[config.mk]
export PLATFORM = sky130hd
export DESIGN_NAME = fib_seq_ctrl
export DESIGN_NICKNAME = d
export VERILOG_FILES = /design/src/rtl/fib_seq_ctrl.sv
export SDC_FILE = /design/constraint.sdc
export NUM_CORES = 1
export LEC_CHECK = 0
export ABC_AREA = 1
export BUFFER_PORTS_ARGS = -buffer_cell sky130_fd_sc_hd__buf_2
export CAP_MARGIN = 20
export CORE_ASPECT_RATIO = 0.8
export CORE_MARGIN = 2
export CORE_UTILIZATION = 53
export DETAILED_ROUTE_END_ITERATION = 6
export GPL_TIMING_DRIVEN = 0
export PLACE_DENSITY = 0.75
export SLEW_MARGIN = 20
export SYNTH_ARGS = -nofsm -noshare
export SYNTH_HDL_FRONTEND = slang
export SYNTH_SLANG_ARGS = --single-unit
[constraint.sdc]
create_clock -name clk -period 1.86 [get_ports clk]
set_input_delay 0.372 -clock clk [delete_from_list [all_inputs] [get_ports clk]]
set_output_delay 0.372 -clock clk [all_outputs]
set_load 0.05 [all_outputs]
[src/rtl/fib_seq_ctrl.sv]
// fib_seq_ctrl: clocked Fibonacci term streamer with a valid/ready output port.
// A start command in IDLE latches two seeds and a (clamped) term count. Terms
// are then offered one at a time; each accepted handshake advances the series.
module fib_seq_ctrl #(
    parameter  int unsigned WIDTH     = 32,
    parameter  int unsigned MAX_TERMS = 64,
    localparam int unsigned CNT_W     = $clog2(MAX_TERMS + 1)
) (
    input  logic             clk,
    input  logic             rst_n,
    input  logic             start,
    input  logic [WIDTH-1:0] seed1,
    input  logic [WIDTH-1:0] seed2,
    input  logic [CNT_W-1:0] num_terms,
    output logic             busy,
    output logic             term_valid,
    input  logic             term_ready,
    output logic [WIDTH-1:0] term_data,
    output logic [CNT_W-1:0] term_idx,
    output logic             done,
    output logic             overflow
);

    typedef enum logic [1:0] {
        S_IDLE = 2'd0,
        S_EMIT = 2'd1,
        S_DONE = 2'd2
    } state_t;

    state_t           r_state;
    logic [WIDTH-1:0] r_a;      // term currently offered
    logic [WIDTH-1:0] r_b;      // lookahead term
    logic             r_wa;     // r_a has wrapped at some point in its history
    logic             r_wb;     // r_b has wrapped at some point in its history
    logic [CNT_W-1:0] r_idx;
    logic [CNT_W-1:0] r_n;

    logic [WIDTH:0]   w_sum;
    logic             w_xfer;
    logic             w_last;
    logic [CNT_W-1:0] w_n_clamp;

    // Next-term sum with carry, handshake, last-term and count clamp decode
    assign w_sum     = {1'b0, r_a} + {1'b0, r_b};
    assign w_xfer    = term_valid && term_ready;
    assign w_last    = (r_idx == (r_n - CNT_W'(1)));
    assign w_n_clamp = (num_terms > CNT_W'(MAX_TERMS)) ? CNT_W'(MAX_TERMS) : num_terms;

    // Controller: state, series registers and all registered outputs
    always_ff @(posedge clk or negedge rst_n) begin
        if (!rst_n) begin
            r_state    <= S_IDLE;
            r_a        <= '0;
            r_b        <= '0;
            r_wa       <= 1'b0;
            r_wb       <= 1'b0;
            r_idx      <= '0;
            r_n        <= '0;
            busy       <= 1'b0;
            term_valid <= 1'b0;
            term_data  <= '0;
            term_idx   <= '0;
            done       <= 1'b0;
            overflow   <= 1'b0;
        end else begin
            done <= 1'b0;
            unique case (r_state)
                S_IDLE: begin
                    if (start) begin
                        r_a      <= seed1;
                        r_b      <= seed2;
                        r_wa     <= 1'b0;
                        r_wb     <= 1'b0;
                        r_idx    <= '0;
                        r_n      <= w_n_clamp;
                        overflow <= 1'b0;
                        term_idx <= '0;
                        if (w_n_clamp == '0) begin
                            // Empty request: straight to the done pulse
                            r_state <= S_DONE;
                            done    <= 1'b1;
                            busy    <= 1'b0;
                        end else begin
                            r_state    <= S_EMIT;
                            busy       <= 1'b1;
                            term_valid <= 1'b1;
                            term_data  <= seed1;
                        end
                    end
                end
                S_EMIT: begin
                    if (w_xfer) begin
                        // Only the term just handed over can raise overflow
                        overflow <= overflow | r_wa;
                        r_a      <= r_b;
                        r_wa     <= r_wb;
                        r_b      <= w_sum[WIDTH-1:0];
                        r_wb     <= w_sum[WIDTH] | r_wa | r_wb;
                        r_idx    <= r_idx + CNT_W'(1);
                        if (w_last) begin
                            r_state    <= S_DONE;
                            term_valid <= 1'b0;
                            done       <= 1'b1;
                            busy       <= 1'b0;
                        end else begin
                            term_data <= r_b;
                            term_idx  <= r_idx + CNT_W'(1);
                        end
                    end
                end
                S_DONE: begin
                    // Starts seen here are dropped; a new command needs IDLE
                    r_state <= S_IDLE;
                end
                default: begin
                    r_state <= S_IDLE;
                end
            endcase
        end
    end

endmodule

After elaboration in Yosys (flattened, before gate mapping)
Index checks and enable logic that the tools add are counted.
- add/sub/neg operators: 3
- multiply operators: 0
- div/mod/pow operators: 0
- $lt $le $gt $ge: 1
- equal/unequal tests: 7
- shifts and indexed selects: 0
- multiplexer cells: 43
- bitwise logic cells: 3
- reductions and logical operators: 11
- operators with widths (cell ; count):
    $mux W32 ; 8
    $pmux W32 S2 ; 3
    $mux W7 ; 5
    $add A32 B32 Y33 ; 1
    $pmux W7 S2 ; 2
    $mux W1 ; 14
    $pmux W1 S2 ; 6
    $ne A2 B2 Y1 const B ; 5
    $reduce_and A5 Y1 ; 2
    $mux W2 ; 4
    $reduce_and A4 Y1 ; 2
    $add A7 B1 Y7 const B ; 1
    $eq A7 B7 Y1 ; 1
    $gt A7 B7 Y1 const B ; 1
    $logic_not A7 Y1 ; 1
    $sub A7 B1 Y7 const B ; 1
    $reduce_and A3 Y1 ; 2
    $pmux W2 S2 ; 1
    $or A1 B1 Y1 ; 3
    $eq A2 B1 Y1 const B ; 1
    $logic_not A2 Y1 ; 1
    $reduce_and A2 Y1 ; 1
    $reduce_bool A2 Y1 ; 1
    $logic_and A1 B1 Y1 ; 1
- register bits: 125
- bits in latches: 0
- RAM bits: 0
- bits in read-only memories: 0
- bits of input ports: 75
- output and inout port bits: 43
- word-level logic and storage cells: 81
- memories kept: 0

Depth between registers and ports, before layout
Gate-level depths: netlist (run 1).
- depth in word-level cells: 6
- depth in mapped cells: 14
- depth with buffers taken out: 14

Worst setup path after synthesis (run 1)
No wires, ideal clock.
- kind: flip-flop to flip-flop
- start: reg r_b[0]
- end: reg r_b[16]
- arrival: 1.763 ns
- setup slack: -0.032 ns
- cell stages (with the launch flop): 14
- buffers on the path: 0
- period minus slack after synthesis: 1.892 ns
- cells stage by stage: dfrtp_1 > ha_1 > inv_1 > fa_1 > inv_1 > nand3_1 > nand3_1 > nand2_1 > nand2_1 > nand2_1 > nand3_1 > nand2_1 > nor2_1 > o22ai_1
- word-level cells in the longest chain between the ends: 3
- RTL lines (element ; RTL line ; RTL):
    from (decl) ; 32 ; logic [WIDTH-1:0] r_b;
    from (signal assigned) ; 97 ; r_b <= w_sum[WIDTH-1:0];
    $add A32 B32 Y33 ; 44 ; assign w_sum = {1'b0, r_a} + {1'b0, r_b};
    $mux W32 ; 92 ; if (w_xfer) begin
    $pmux W32 S2 ; 67 ; unique case (r_state)
Every way passes these cells. The select of a mux whose other input is x is not followed.
A chain may end at the register's enable or synchronous reset.

Worst setup path in the final report (run 1)
- start: reg r_a[0]
- end: reg r_b[8]
- word-level cells in the longest chain between the ends: 3
- RTL lines (element ; RTL line ; RTL):
    from (decl) ; 31 ; logic [WIDTH-1:0] r_a;
    from (signal assigned) ; 95 ; r_a <= r_b;
    $add A32 B32 Y33 ; 44 ;
    $mux W32 ; 92 ;
    $pmux W32 S2 ; 67 ;
Every way passes these cells. The select of a mux whose other input is x is not followed.

==> out/qor.txt, run 1 <==
outcome: finished, violations left
failing checks: setup timing
actual slew at the worst max-slew pin: 587 ps
CP cell instances: ha_2 > inv_2 > fa_2 > inv_2 > nand3_2 > nand3_4 > nand2_2 > nand2_4 > buf_6 > xnor2_2 > nand2_1 > nand2_1 > o22ai_1
Startpoint Class: flop
top area cells in the synthesized netlist: dfrtp_1 37%, nand2_1 23%, inv_1 7.7%
sequential cell area fraction in the yosys report: 37.3%
EDFF count, synth: 0
worst hold path type: primary input to flop
syn avg cell area: 6.58 um^2
top cells by count, synth: 522 x nand2_1, 171 x inv_1, 125 x dfrtp_1
cell area after synthesis: 8380 um^2
DIE HEIGHT: 116 um
IO buf count: 117
RSZ-0062 raised after global routing: true
crit path from: r_a[0]$_DFFE_PN0P_
slew margin rel.: 60.9%
routability cong.: 0.989
worst-skew pair later-pin latency: 440 ps
Via density: 5.56
number of I/O pins: 118
ratio of cells with drive above 1 in the final layout: 31.2%
worst setup margin: -196 ps
fill cell count: 1180
Synth Area in XOR/XNOR: 1.57%
clk slew on worst S/H paths: 60 ps
Syn Inst Count: 1273
Synth top area share: 37.3%
global-route usage over all layers: 34.4%
die area: 16800 um^2
DRC viols: 0
Ys Warns: 0
antenna-violating nets left: 0
Pleak: 6.33 nW
initial antenna violation count: 0
H-tree depth: 4
CTS tree: yes
CP Buf/Inv Count: 3
number of global-route vias before repair: 8523
clk root buf: clkbuf_16
Critical Setup Path Class: flop to flop
Storage cell area: 3130 um^2
grt total ovfl: 0
max-cap viol count: 0
final hold viol count: 0
CTS max path bufs: 2
initial drt markers: 871
FF+latch count, synth: 125
WL final: 29800 um
Slew Limit Fails: 0
largest net degree at the start of global routing: 89
ANT cells: 0
first-pass GRT wire length: 43600 um
reg2reg start: r_a[0]$_DFFE_PN0P_
Layout Area Growth over Synthesis: 38.2%
crit path max fanout: 4
Compound-Gate Fraction of Synth Area: 8.06%
clk sinks: 125
WHS: 174 ps
Post-Synth Adder-Cell Area: 5.31%
core area: 15600 um^2
largest area contributor in the netlist: dfrtp_1
top-count cell post-synth: nand2_1
pwr dens: 563 nW/um^2
Num CTS Buffers: 17
Worst path slowest cell: fa_2
max incr delay on CP: 400 ps
Syn Nets: 1383
DR pass1 iterations: 6
fmax: 0.486 GHz
Layout Cells excl Fill: 1690
Yosys cell types: 35
DR vias: 9404
Multi-input gate area: 5590 um^2
CP endpoint kind: flop
Setup Skew: 12.9 ps
post-synthesis mux area share: 0%
DP Wirelength: 20200 um
commonest register cell after synthesis: dfrtp_1
Chip Width: 145 um
CP arrival: 2380 ps
ys async rst share: 100%
dpl cells: 1606
fin crit share: 111%
FP Rows: 41
DR WL/cell: 17.6 um
largest family of logic cells by synthesized area: simple AND/OR/NAND/NOR gates
Peak VDD IR: 553 uV
delay-heaviest family, CP: adder cells
crit path time final: 2060 ps
pre-CTS setup slack: -418 ps
Worst Min Path Start: num_terms[5]
final-stage net count: 1572
Post-Synth Simple-Gate Area: 37.2%
Critical Path RT: 2180 ps
Final setup viols: 56
total power draw: 6.52 mW
effective utilization at floorplan: 53.6%
-- layout by cell type, fill, tap and decap left out, drive strengths merged, types with 6 or more instances in the layout --
cell type  Yosys  routed
xnor2          9       9
nand4         40      40
nor2         110     110
dfrtp        125     125
o211ai         8       8
o22ai         10      10
nand3         72      72
inv          174     179
buf           31     193
ha            34      34
clkinv         1       7
o21ai         57      57
a21oi         23      23
a31oi         16      16
nand2        523     523
clkbuf        12      38
xor2           6       6
-- registers in the layout (all words and copies together), names as in the netlist --
signal / cells
overflow: 1
busy: 1
r_idx: 7
term_idx: 7
r_wb: 1
r_state: 2
r_a: 32
r_n: 7
done: 1
term_valid: 1
r_b: 32
r_wa: 1
term_data: 32
-- per-stage QoR --
step	setup TNS [ps]	area (um^2)	utilization, %
after global routing	-13650	11600	74.1
after floorplan	0	8390	-
after global placement	-180420	9240	59.1
final	-7200	11600	74.1
after detailed placement	-24430	9280	59.3
after CTS	-2950	10600	67.7
-- metal layers --
metal | up-vias | global-route usage, % | routed length, um
li1 | 4379 | - | -
met1 | 4458 | 48.2 | 12900
met2 | 474 | 51.3 | 13200
met3 | 93 | 9.80 | 2750
met4 | 0 | 11.8 | 960
met5 | - | 0 | 0
-- cell type report --
| cell class | instances | area share [%] |
|---|---|---|
| timing repair buffer | 170 | 9.14 |
| inverter | 175 | 5.69 |
| clock inverter | 13 | 1.12 |
| buffer | 43 | 2.75 |
| sequential | 125 | 27.0 |
| tap | 215 | 2.32 |
| clock buffer | 19 | 3.74 |
| multi-input combinational | 930 | 48.2 |
-- tightest hold or removal path, delay by kind of cell --
family	cells	cell delay [ps]
buf+inv	1	80
compound gates	1	70
simple gates	1	50
-- timing repair --
item / 4_1_cts / 5_1_grt
gates resized for setup: 128 / 211
cloned: 2 / 0
endpoints found under the setup margin: 117 / 114
pin swaps: 20 / 92
endpoints found under the hold margin: 37 / 0
hold buffers: 1 / 0
buffers inserted: 19 / 33
-- power breakdown --
group          leakage (nW)  switching, mW  internal [mW]
combinational          4.57          0.317          0.203
sequential             1.49        0.00654           2.72
clock                 0.273           1.41           1.86
total                  6.33           1.73           4.79
-- cells by family (layout without fill, tap and decap cells) --
group | after synthesis | in the layout
buffers and inverters | 218 | 420
xor gates and xnor gates | 15 | 15
adders and majority gates | 35 | 35
AOI/OAI and AO/OA | 121 | 121
and+or+nand+nor | 759 | 759
DFF | 125 | 125
-- path summary, 6_finish.rpt --
path	to	slack (ps)	cells past startpoint
worst min-delay path	r_n[5]$_DFFE_PN0P_	170	3
max in group asynchronous	r_n[6]$_DFFE_PN0P_	700	3
min in group asynchronous	r_b[17]$_DFFE_PN0P_	400	2
worst max register to register	r_b[8]$_DFFE_PN0P_	-200	13
worst max-delay path	r_b[8]$_DFFE_PN0P_	-200	13
worst min register to register	term_idx[0]$_DFFE_PN0P_	470	2
(Power assumes the default switching activity.)
==> run 2: changes to the inputs <==
--- a/config.mk
+++ b/config.mk
@@ -10,10 +10,11 @@
 export CAP_MARGIN = 20
 export CORE_ASPECT_RATIO = 0.8
 export CORE_MARGIN = 2
-export CORE_UTILIZATION = 53
+export CORE_UTILIZATION = 54
+export CTS_BUF_LIST = sky130_fd_sc_hd__clkbuf_4 sky130_fd_sc_hd__clkbuf_8
 export DETAILED_ROUTE_END_ITERATION = 6
 export GPL_TIMING_DRIVEN = 0
-export PLACE_DENSITY = 0.75
+export PLACE_DENSITY = 0.76
 export SLEW_MARGIN = 20
 export SYNTH_ARGS = -nofsm -noshare
 export SYNTH_HDL_FRONTEND = slang
==> run 2 against run 1 <==
Compared with the run above: the flow still finishes with violations (setup timing); maximum frequency down 3.2%; first-iteration DRC count increased by 14%; worst hold slack worse by 37 ps; sequential share of layout area is 0.36 points higher; critical path depth is 1 lower; global-route usage is essentially flat; core utilization rose by 1.7 points; setup slack worse by 69 ps; register-to-register slack got worse by 70 ps; sequential power barely moved; final cell count shrank 0.24%; largest cell class unchanged; largest power group is now sequential cells.
==> out/qor.txt, run 2 (same netlist as run 1, synthesis figures left out) <==
DR pass1 iterations: 5 (-1)
DRC viols: 0 (unchanged)
Num CTS Buffers: 17 (unchanged)
number of global-route vias before repair: 8411 (-1.3%)
CTS tree: yes
clk slew on worst S/H paths: 70 ps (about the same)
failing checks: setup timing
worst hold path type: primary input to flop
biggest regs: r_a: 32 flops, r_b: 32 flops, term_data: 32 flops
met2 WL: 13200 um (about the same)
M1 wire length: 12700 um (-2.0%)
first-pass GRT wire length: 43100 um (-1.2%)
die area: 16500 um^2 (-1.8%)
FP Rows: 40 (-2.4%)
grt total ovfl: 0 (unchanged)
DP Wirelength: 20100 um (-0.66%)
core area: 15100 um^2 (-3.4%)
Chip Width: 143 um (-0.91%)
crit path time final: 2130 ps (+68.8 ps)
pwr dens: 523 nW/um^2 (-7.0%)
effective utilization at floorplan: 55.5% (+1.9 points)
RSZ-0062 raised after global routing: true
outcome: finished, violations left
max incr delay on CP: 410 ps (about the same)
largest net degree at the start of global routing: 91 (+2.2%)
Slew Limit Fails: 0 (unchanged)
fmax: 0.471 GHz (-3.2%)
final-stage net count: 1574 (+0.13%)
max-cap viol count: 0 (unchanged)
Via density: 5.58 (+0.25%)
most frequent cells in the layout: 409 x nand2_1, 156 x inv_1, 128 x buf_2
Setup Skew: 9.85 ps (-3.07 ps)
commonest non-fill, non-tap cell in the layout: nand2_1
Critical Path RT: 2240 ps (+60 ps)
IO buf count: 117 (unchanged)
actual slew at the worst max-slew pin: 621 ps (+34.8 ps)
CTS max path bufs: 2 (unchanged)
clk root buf: clkbuf_8
DR WL met3: 3160 um (+15%)
DR WL/cell: 17.7 um (+0.42%)
global-route usage over all layers: 34.3% (about the same)
Post-Layout Inst Area: 11500 um^2 (-1.2%)
Final setup viols: 51 (-8.9%)
Pleak: 6.25 nW (-1.4%)
Layout Area Growth over Synthesis: 36.6%
CP cell instances: ha_4 > inv_2 > fa_2 > inv_2 > nand3_2 > nand3_4 > buf_6 > nand2_4 > nand3_4 > xor2_1 > o21bai_1 > o21ai_1
ratio of cells with drive above 1 in the final layout: 33.0% (+1.8 points)
antenna-violating nets left: 0 (unchanged)
slew margin rel.: 58.6% (-2.3 points)
CP endpoint kind: flop
setup TNS: -3740 ps (+3460 ps)
CP arrival: 2510 ps (+130 ps)
initial drt markers: 989 (+14%)
DIE HEIGHT: 115 um (-0.90%)
Critical Setup Path Class: flop to flop
final hold viol count: 0 (unchanged)
H-tree depth: 4 (unchanged)
Top Layer Used: met4
Startpoint Class: flop
worst-skew pair later-pin latency: 460 ps (+20 ps)
initial antenna violation count: 0 (unchanged)
routability cong.: 1.01 (+2.6%)
worst setup margin: -265 ps (-68.8 ps)
Worst path slowest cell: dfrtp_1
WL final: 29900 um (+0.18%)
dpl cell area: 9270 um^2 (about the same)
crit path max fanout: 4 (unchanged)
fin crit share: 114% (+3.7 points)
DR vias: 9405 (+0.011%)
number of I/O pins: 118 (unchanged)
ANT cells: 0 (unchanged)
Peak VDD IR: 454 uV (-18%)
clk sinks: 125 (unchanged)
==> run 2: changes by cell type in the layout (fill, tap and decap cells not counted), sizes merged <==
cell / previous run / this run
clkbuf: 38 / 39
buf: 193 / 196
bufinv: 1 / 4
inv: 179 / 174
clkinv: 7 / 6
==> run 2: layout make-up <==
cell class / count / area (um^2)
Buffer: 43 / 275
Clock buffer: 21 / 277
Clock inverter: 10 / 164
Fill cell: 1177 / 3660
Inverter: 175 / 657
Multi-Input combinational cell: 930 / 5590
Sequential cell: 125 / 3130
Tap cell: 210 / 263
Timing Repair Buffer: 172 / 1090
==> run 2: per-stage QoR <==
step / setup slack [ps] / hold slack, ps / utilization, % / std cells / power (mW)
after CTS: -66.5 / 124 / 69.0 / 1650 / 5.88
after global routing: -274 / 142 / 75.8 / 1686 / 6.18
after detailed placement: -369 / 262 / 61.3 / 1601 / 3.17
after floorplan: 2.18 / 76.4 / - / 1273 / 2.97
after global placement: -1280 / 451 / 61.1 / 1600 / 3.16
final: -265 / 137 / 75.8 / 1686 / 5.99
==> run 2: path summary, 6_finish.rpt <==
path / startpoint / endpoint / slack [ps] / cells past startpoint
worst max-delay path: r_a[0]$_DFFE_PN0P_ / r_b[12]$_DFFE_PN0P_ / -270 / 12
worst min-delay path: num_terms[5] / r_n[5]$_DFFE_PN0P_ / 140 / 3
worst max register to register: r_a[0]$_DFFE_PN0P_ / r_b[12]$_DFFE_PN0P_ / -270 / 12
worst min register to register: term_data[7]$_DFFE_PN0P_ / term_data[7]$_DFFE_PN0P_ / 470 / 2
max in group asynchronous: rst_n / r_b[10]$_DFFE_PN0P_ / 710 / 3
min in group asynchronous: rst_n / term_data[13]$_DFFE_PN0P_ / 360 / 2
==> run 2: what timing repair did <==
item,in CTS,in global routing
hold endpoints to repair,35,0
gates cloned,2,0
resized for setup,127,209
pin swaps,16,75
setup buffers,15,37
endpoints found under the setup margin,117,114
hold buffers,1,0
==> run 2: layer usage <==
metal	vias up	GRT usage, %
li1	4396	-
met1	4370	47.8
met2	559	52.1
met3	80	9.67
met4	0	11.8
met5	-	0
==> run 2: power breakdown <==
group	internal (mW)	leakage, nW	switching (mW)	total, mW
Clock	1.55	0.223	1.17	2.73
Sequential	2.72	1.48	0.00764	2.73
Combinational	0.211	4.54	0.326	0.538
==> run 2: worst max-delay path, delay by kind of cell, from the launching register on <==
kind	cells	cell delay (ps)
adder cells (fa/ha/maj)	2	510
flip-flops	1	410
AND/OR/NAND/NOR	4	390
buffers and inverters	3	270
XOR/XNOR	1	240
AO/OA/AOI/OAI	2	220
==> run 3: changes to the inputs <==
--- a/config.mk
+++ b/config.mk
@@ -13,7 +13,6 @@
 export CORE_UTILIZATION = 54
 export CTS_BUF_LIST = sky130_fd_sc_hd__clkbuf_4 sky130_fd_sc_hd__clkbuf_8
 export DETAILED_ROUTE_END_ITERATION = 6
-export GPL_TIMING_DRIVEN = 0
 export PLACE_DENSITY = 0.76
 export SLEW_MARGIN = 20
 export SYNTH_ARGS = -nofsm -noshare
==> run 3 against run 2 <==
Compared with the run above: the flow finishes with violations (DRC, setup timing); critical path depth did not move; die area did not move; clock skew rose by 2.2 ps; routed wire length is 7.2% higher; maximum frequency about the same; final cell count increased by 2.7%; clock power is 6% lower; non-clock buffer count up 44; via count rose by 6.2%; combinational power grew 21%.
==> out/qor.txt, run 3 (same netlist as run 1, synthesis figures left out) <==
pwr dens: 481 nW/um^2 (-8.1%)
initial drt markers: 1082 (+9.4%)
worst hold path type: primary input to flop
CTS max path bufs: 2 (unchanged)
DRC viols: 2 (+2)
Multi-input gate area: 5930 um^2 (+6.1%)
largest net degree at the start of global routing: 46 (-49%)
CP cell instances: ha_4 > inv_2 > fa_2 > inv_4 > nand3_4 > nand3_4 > buf_6 > nand3_2 > nand4_1 > nand3_2 > nand2_1 > o21ai_1
clk sinks: 125 (unchanged)
clk root buf: clkbuf_8
Pleak: 6.67 nW (+6.9%)
max-cap viol count: 0 (unchanged)
fmax: 0.470 GHz (about the same)
logic gate share of total power: 10.9% (+1.9 points)
cell-internal power: 4.38 mW (-2.3%)
outcome: finished, violations left
global-route usage over all layers: 31.7% (-2.7 points)
FP Rows: 40 (unchanged)
clk slew on worst S/H paths: 80 ps (about the same)
DR vias: 9985 (+6.2%)
initial antenna violation count: 0 (unchanged)
max incr delay on CP: 430 ps (+20 ps)
routability cong.: 0.966 (-4.8%)
Psw: 1.57 mW (+4.1%)
DP Wirelength: 18100 um (-9.9%)
fin crit share: 114% (about the same)
first-pass GRT wire length: 41100 um (-4.7%)
ANT cells: 0 (unchanged)
part of the power in the clock network: 43.2% (-2.3 points)
RSZ-0062 raised after global routing: true
number of global-route vias before repair: 8461 (+0.59%)
WHS: 119 ps (-18.1 ps)
CP endpoint kind: flop
Critical Setup Path Class: flop to flop
Setup Skew: 12.1 ps (+2.23 ps)
CP arrival: 2470 ps (-40 ps)
slew margin rel.: 56.5% (-2.1 points)
Num CTS Buffers: 17 (unchanged)
effective utilization at floorplan: 55.5% (unchanged)
Startpoint Class: flop
commonest non-fill, non-tap cell in the layout: nand2_1
CP Buf/Inv Count: 3 (unchanged)
core area: 15100 um^2 (unchanged)
die area: 16500 um^2 (unchanged)
dpl cells: 1663 (+3.9%)
fill cell count: 923 (-22%)
H-tree depth: 4 (unchanged)
Chip Width: 143 um (unchanged)
Final setup viols: 52 (+2.0%)
most frequent cells in the layout: 380 x nand2_1, 147 x inv_1, 124 x dfrtp_1
DR pass1 iterations: 7 (+2)
Critical Path RT: 2200 ps (-40 ps)
biggest regs: r_a: 32 flops, r_b: 32 flops, term_data: 32 flops
actual slew at the worst max-slew pin: 646 ps (+24.5 ps)
Via density: 5.77 (+3.3%)
delay-heaviest family, CP: simple AND/OR/NAND/NOR gates
WL final: 32000 um (+7.2%)
antenna-violating nets left: 0 (unchanged)
crit path time final: 2130 ps (+1.71 ps)
ratio of cells with drive above 1 in the final layout: 38.6% (+5.6 points)
Peak VDD IR: 387 uV (-15%)
Storage cell area: 3130 um^2 (-0.16%)
total power draw: 5.95 mW (-0.69%)
final-stage net count: 1619 (+2.9%)
DIE HEIGHT: 115 um (unchanged)
grt total ovfl: 0 (unchanged)
number of I/O pins: 118 (unchanged)
Reg power frac: 45.8% (+0.3 points)
Net Sw Frac: 26.4% (+1.2 points)
failing checks: DRC, setup timing
Worst path slowest cell: dfrtp_1
Layout Cells excl Fill: 1732 (+2.7%)
CTS tree: yes
Layout Area Growth over Synthesis: 47.6%
crit path max fanout: 4 (unchanged)
Slew Limit Fails: 0 (unchanged)
IO buf count: 117 (unchanged)
final hold viol count: 0 (unchanged)
worst-skew pair later-pin latency: 470 ps (about the same)
DR WL/cell: 18.5 um (+4.3%)
worst setup margin: -267 ps (-1.71 ps)
==> run 3: metal layers <==
layer	global-route usage (%)	part of all wire, %	up-vias
met5	0	0	-
li1	-	-	4466
met4	9.28	5.4	0
met1	45.6	39	4663
met3	6.94	11	192
met2	48.5	45	664
==> run 3: layout make-up <==
| class | instances | share of cell area [%] |
|---|---|---|
| Sequential cell | 125 | 25.3 |
| Clock buffer | 21 | 2.19 |
| Clock inverter | 11 | 1.15 |
| Multi-Input combinational cell | 931 | 48.0 |
| Timing Repair Buffer | 259 | 15.9 |
| Inverter | 175 | 5.37 |
| Tap cell | 210 | 2.12 |
==> run 3: power groups by stage <==
stage               Clock (mW)  Combinational, mW  Sequential (mW)
finish                    2.57              0.651             2.73
global route              2.71              0.690             2.73
CTS                       2.58              0.473             2.73
detailed placement           0              0.434             2.78
global placement             0              0.429             2.78
floorplan                    0              0.187             2.78
==> run 3: worst paths after layout <==
check	endpoint	startpoint	slack, ps	depth (start not counted)
worst max-delay path	r_b[20]$_DFFE_PN0P_	r_a[0]$_DFFE_PN0P_	-270	12
worst min-delay path	r_n[4]$_DFFE_PN0P_	num_terms[4]	120	3
worst max register to register	r_b[20]$_DFFE_PN0P_	r_a[0]$_DFFE_PN0P_	-270	12
worst min register to register	term_data[22]$_DFFE_PN0P_	term_data[22]$_DFFE_PN0P_	480	2
max in group asynchronous	r_a[2]$_DFFE_PN0P_	rst_n	920	3
min in group asynchronous	term_data[14]$_DFFE_PN0P_	rst_n	350	2
==> run 3: per-stage QoR <==
| step | util [%] | setup TNS (ps) | setup WS, ps | area (um^2) |
|---|---|---|---|---|
| 4_1_cts | 72.4 | -2290 | -84.8 | 10900 |
| 3_3_place_gp | 65.7 | -2960 | -214 | 9930 |
| 6_report | 81.8 | -4450 | -267 | 12400 |
| 3_5_place_dp | 65.7 | -5820 | -290 | 9930 |
| 2_1_floorplan | - | 0 | 2.18 | 8390 |
| 5_1_grt | 81.8 | -9990 | -317 | 12400 |
==> run 3: worst reg2reg max path: stages (launching register included) <==
cell     delay, ps
dfrtp_1        430
ha_4           170
inv_2           40
fa_2           380
inv_4          110
nand3_4         80
nand3_4        100
buf_6          110
nand3_2         80
nand4_1        150
nand3_2        150
nand2_1        120
o21ai_1         80
==> run 3: what timing repair did <==
action	CTS	global route
pin swaps	23	140
buffers inserted	12	22
hold buffers	1	0
cloned	2	3
endpoints found under the hold margin	15	0
resized for setup	97	316
endpoints found under the setup margin	68	69
